### config.mk
export PLATFORM = sky130hd
export DESIGN_NAME = lcd_cmd_sequencer
export DESIGN_NICKNAME = d
export VERILOG_FILES = /design/src/rtl/lcd_cmd_sequencer.sv
export SDC_FILE = /design/constraint.sdc
export NUM_CORES = 1
export LEC_CHECK = 0
export ABC_AREA = 1
export CELL_PAD_IN_SITES_DETAIL_PLACEMENT = 1
export CELL_PAD_IN_SITES_GLOBAL_PLACEMENT = 2
export CORE_ASPECT_RATIO = 1.2
export CORE_MARGIN = 8
export CORE_UTILIZATION = 30
export CTS_CLUSTER_SIZE = 12
export DETAILED_ROUTE_END_ITERATION = 8
export GPL_ROUTABILITY_DRIVEN = 0
export PLACE_DENSITY_LB_ADDON = 0.1
export SLEW_MARGIN = 20
export SYNTH_ARGS = -nofsm -noshare
export SYNTH_HDL_FRONTEND = slang
export SYNTH_SLANG_ARGS = --single-unit
### constraint.sdc
create_clock -name clk -period 2 [get_ports clk]
set_input_delay 0.4 -clock clk [delete_from_list [all_inputs] [get_ports clk]]
set_output_delay 0.4 -clock clk [all_outputs]
set_load 0.01 [all_outputs]
### src/rtl/lcd_cmd_sequencer.sv
// rtl/lcd_cmd_sequencer.sv - host command FIFO and paced issue stage for the LCD controller
// Buffers host commands, issues them as one-cycle strobes while the controller is idle, then waits for write-back done.
module lcd_cmd_sequencer #(
  parameter int DEPTH = 8,
  parameter int GAP   = 1
) (
  input  logic       clk,
  input  logic       reset,
  input  logic [2:0] in_cmd,
  input  logic       in_valid,
  output logic       in_ready,
  input  logic       busy,
  input  logic       done,
  output logic [2:0] cmd,
  output logic       cmd_valid,
  output logic [7:0] issued_cnt,
  output logic       seq_done
);

  localparam int AW = $clog2(DEPTH);
  localparam logic [2:0] GAP_L = 3'(GAP);

  typedef enum logic [1:0] {WAIT_INIT, ISSUE, DRAIN, FIN} state_t;

  state_t      state, state_nxt;
  logic [2:0]  mem [DEPTH];
  logic [AW:0] wr_ptr, rd_ptr;
  logic [2:0]  gap_cnt;
  logic        wb_taken;
  logic        empty, full, push, issue, gap_ok;

  assign empty = (wr_ptr == rd_ptr);
  assign full  = (wr_ptr[AW] != rd_ptr[AW]) && (wr_ptr[AW-1:0] == rd_ptr[AW-1:0]);

  // Gated by reset so the port reads 0 while reset is held.
  assign in_ready = reset && !full && !wb_taken && (state != FIN);
  assign push     = in_valid && in_ready;

  // The idle cycle being decided on counts toward the gap, giving a GAP+1 issue period.
  assign gap_ok = (gap_cnt == 3'd0) || ((gap_cnt == 3'd1) && !cmd_valid);

  always_comb begin
    state_nxt = state;
    issue     = 1'b0;
    case (state)
      WAIT_INIT: if (!busy) state_nxt = ISSUE;
      ISSUE: begin
        issue = !empty && !busy && gap_ok && !cmd_valid;
        // Leave once the write-back strobe has completed so cmd_valid is never high in DRAIN.
        if (cmd_valid && (cmd == 3'd0)) state_nxt = DRAIN;
      end
      DRAIN: if (done) state_nxt = FIN;
      FIN:   state_nxt = FIN;
      default: state_nxt = WAIT_INIT;
    endcase
  end

  always_ff @(posedge clk or negedge reset) begin
    if (!reset) begin
      state <= WAIT_INIT;
    end else begin
      state <= state_nxt;
    end
  end

  always_ff @(posedge clk) begin
    if (push) mem[wr_ptr[AW-1:0]] <= in_cmd;
  end

  always_ff @(posedge clk or negedge reset) begin
    if (!reset) begin
      wr_ptr   <= '0;
      rd_ptr   <= '0;
      wb_taken <= 1'b0;
    end else begin
      if (push) begin
        wr_ptr <= wr_ptr + 1'b1;
        if (in_cmd == 3'd0) wb_taken <= 1'b1;
      end
      if (issue) rd_ptr <= rd_ptr + 1'b1;
    end
  end

  always_ff @(posedge clk or negedge reset) begin
    if (!reset) begin
      cmd        <= 3'd0;
      cmd_valid  <= 1'b0;
      issued_cnt <= 8'd0;
      gap_cnt    <= 3'd0;
      seq_done   <= 1'b0;
    end else begin
      cmd_valid <= issue;
      if (issue) begin
        cmd     <= mem[rd_ptr[AW-1:0]];
        gap_cnt <= GAP_L;
        if (issued_cnt != 8'hFF) issued_cnt <= issued_cnt + 8'd1;
      end else if (!cmd_valid && (gap_cnt != 3'd0)) begin
        gap_cnt <= gap_cnt - 3'd1;
      end
      if ((state == DRAIN) && done) seq_done <= 1'b1;
    end
  end

endmodule

==> impl_metrics.py <==
metrics = {
    "floorplan": {
        "core_mm2": 0.00856,
        "initial_core_util": 0.309,
        "ios": 22,
        "fp-row-count": 37,
        "die_x_um": 102,
        "die_area_mm2": 0.0121,
        "die_y_um": 119,
    },
    "final_layout": {
        "n_antenna_cell": 0,
        "final_cell_mix": "nand2_1, dfrtp_1, edfxtp_1",
        "fin_util": 0.372,
        "synthToLayoutAreaGrowth_pct": 20.5,
        "nNetsFinal": 342,
        "final_area_mm2": 0.00319,
        "drive_above_1_share": 0.164,
        "mostFrequentLayoutCell": "nand2_1",
    },
    "flow_run": {
        "maxCapViolCount": 0,
    },
    "grt": {
        "grt_max_degree": 28,
        "antenna_found_initial": 0,
        "grt_overflow": 0,
        "grtUsageTotal": 0.122,
        "grt_pass1_vias": 2215,
        "grt_pass1_wl_um": 11500,
    },
    "setup_path": {
        "critical_path_arrival_ns": 1.49,
        "endpoint": "in_ready",
        "critPathCaptureType": "primary output",
        "r2r_start": "rd_ptr[2]$_DFFE_PN0P_",
        "worstSetupStartpoint": "rd_ptr[1]$_DFFE_PN0P_",
        "rrSetupSlack_ns": 0.23,
        "crit_type": "flop to primary output",
        "critPathLaunchType": "flop",
        "critPathMaxFanout": 8,
        "required_ns": 1.60,
        "r2r_end": "mem[1][0]$_DFFE_PP_",
        "reg2reg_depth": 8,
    },
    "synth": {
        "synthTopCellsByArea": "edfxtp_1, dfrtp_1, nand2_1",
        "synth.net_count": 304,
        "synth_cells": 290,
        "yosys.area.top_type_share": 0.273,
        "ys_seq_area_frac": 0.528,
        "synth-seq-cells": 51,
        "syn_area_mm2": 0.00264,
        "syn_avg_cell_area_um2": 9.11,
        "ys_warn_count": 0,
        "synth_top_area_cell": "edfxtp_1",
        "synth.distinct_cells": 34,
    },
    "place": {
        "dp_hpwl_um": 5070,
        "io_buffers": 21,
        "placed_area_mm2": 0.00307,
        "dpl_worst_slack_ns": -0.328,
    },
    "routing": {
        "post-route-drc-count": 0,
        "viasPerCell": 4.63,
        "drtIter0Drc": 52,
        "routed_wl_um": 6630,
        "first_pass_iters": 3,
        "ant_nets": 0,
        "wire_per_inst_um": 14.9,
        "routed-via-count": 2063,
    },
    "power": {
        "pwr-share-comb": 0.410,
        "switchingPower_mw": 1.37,
        "p_clk_frac": 0.191,
        "intPower_mw": 2.17,
        "pwr-share-seq": 0.399,
        "peakVddDrop_mv": 0.351,
        "switching_share": 0.388,
        "p_leak_nw": 1.42,
        "pwr_density_cell_mw_per_mm2": 1110,
    },
    "clocking": {
        "root_buffer": "clkbuf_8",
        "cts.sinks": 51,
        "hold_buffers": 0,
        "cts_buffers": 5,
        "htreeDepth": 2,
        "clkLatencyLatePin_ns": 0.31,
        "clkTransAtPathRegs_ns": 0.10,
        "clock_path_buffers": 2,
        "cts_tree": "built",
    },
    "worst_hold_path": {
        "hold_class": "input pin to async pin",
    },
    "sta": {
        "hold_viol": 0,
        "slew_viol_final": 0,
        "skew_ns": 0.00667,
        "holdWs_ns": 0.175,
        "period_share": 0.944,
        "fin_setup_tns_ns": 0,
        "fmax_mhz": 529,
        "rsz0062_at_grt": "false",
        "setup_viol": 0,
        "slew_headroom": 0.714,
        "tightest_slew_ns": 0.430,
        "layout_min_cycle_time_ns": 1.89,
        "layout_setup_ws_ns": 0.111,
    },
    "run_status": {
        "status": "finished, final reports clean",
    },
}
worst max-delay path, stage by stage (launching register included):
cell	delay [ns]
dfrtp_1	0.44
inv_2	0.15
nand2_1	0.07
nand2_1	0.10
nand4_4	0.11
nand2_1	0.08
inv_1	0.04
clkdlybuf4s15_2	0.21
state kept, by name, summed over array words and instances (netlist names):
signal,count
cmd,3
cmd_valid,1
gap_cnt,3
issued_cnt,8
mem,24
rd_ptr,4
seq_done,1
state,2
wb_taken,1
wr_ptr,4
final cells by class:
type / count / area (um2)
sequential: 51 / 1400
clock buffer: 7 / 97.6
timing repair buffer: 39 / 349
clock inverter: 1 / 7.51
tap: 117 / 146
inverter: 24 / 97.6
multi-input combinational: 207 / 1090
fill: 1015 / 5380
repair_timing:
item	4_1_cts	5_1_grt
gates resized for setup	5	1
setup endpoints to repair	1	1
setup buffers	0	0
cloned	0	0
cells by family (layout without fill, tap and decap cells):
kind of cell             count (synthesis)  in the layout  share of synthesized area
AND/OR/NAND/NOR                        170            170                      0.301
flip-flops                              51             51                      0.528
buffers and inverters                   32             71                     0.0606
AO/OA/AOI/OAI                           20             20                     0.0402
XOR/XNOR                                 9              9                     0.0327
adder cells (fa/ha/maj)                  6              6                     0.0284
multiplexers                             2              2                    0.00852
synth_stat cells (all sizes together):
cell,count
nand4,16
nand2,113
mux2,2
a21oi,2
o31ai,1
nand3b,1
buf,8
inv,24
o21ai,16
edfxtp,24
ha,6
nor2,26
nand3,12
nor3,2
xor2,8
a31o,1
xnor2,1
dfrtp,27
layer usage:
layer | up-vias | share of wire | routed length, um | track usage
li1 | 1019 | - | - | -
met1 | 1019 | 0.42 | 2800 | 0.138
met2 | 20 | 0.54 | 3580 | 0.220
met3 | 5 | 0.027 | 177 | 0.0227
met4 | 0 | 0.010 | 66 | 0.0364
met5 | - | 0 | 0 | 0
worst min-delay path by stage:
| stage | end | depth (start not counted) | start | slack, ns |
|---|---|---|---|---|
| after global routing | cmd[2]$_DFFE_PN0P_ | 2 | reset | 0.21 |
| final | gap_cnt[2]$_DFFE_PN0P_ | 2 | reset | 0.17 |
| after CTS | wb_taken$_DFFE_PN0P_ | 2 | wb_taken$_DFFE_PN0P_ | 0.47 |
| after detailed placement | wb_taken$_DFFE_PN0P_ | 2 | wb_taken$_DFFE_PN0P_ | 0.45 |
| after floorplan | cmd[0]$_DFFE_PN0P_ | 0 | reset | 0.10 |
| after global placement | wb_taken$_DFFE_PN0P_ | 2 | wb_taken$_DFFE_PN0P_ | 0.44 |
power by group through the flow:
stage	Combinational, mW	Sequential [mW]	Clock, mW
CTS	1.50	1.42	0.712
detailed placement	1.50	1.44	0
finish	1.45	1.42	0.676
global placement	1.46	1.43	0
global route	1.65	1.45	0.760
floorplan	0.991	1.42	0
metrics by stage:
stage	total power, mW	std cells
after detailed placement	2.93	438
after floorplan	2.41	290
after global routing	3.86	446
final	3.54	446
after CTS	3.64	446
after global placement	2.89	438
Power figures use the tool's default switching activity.
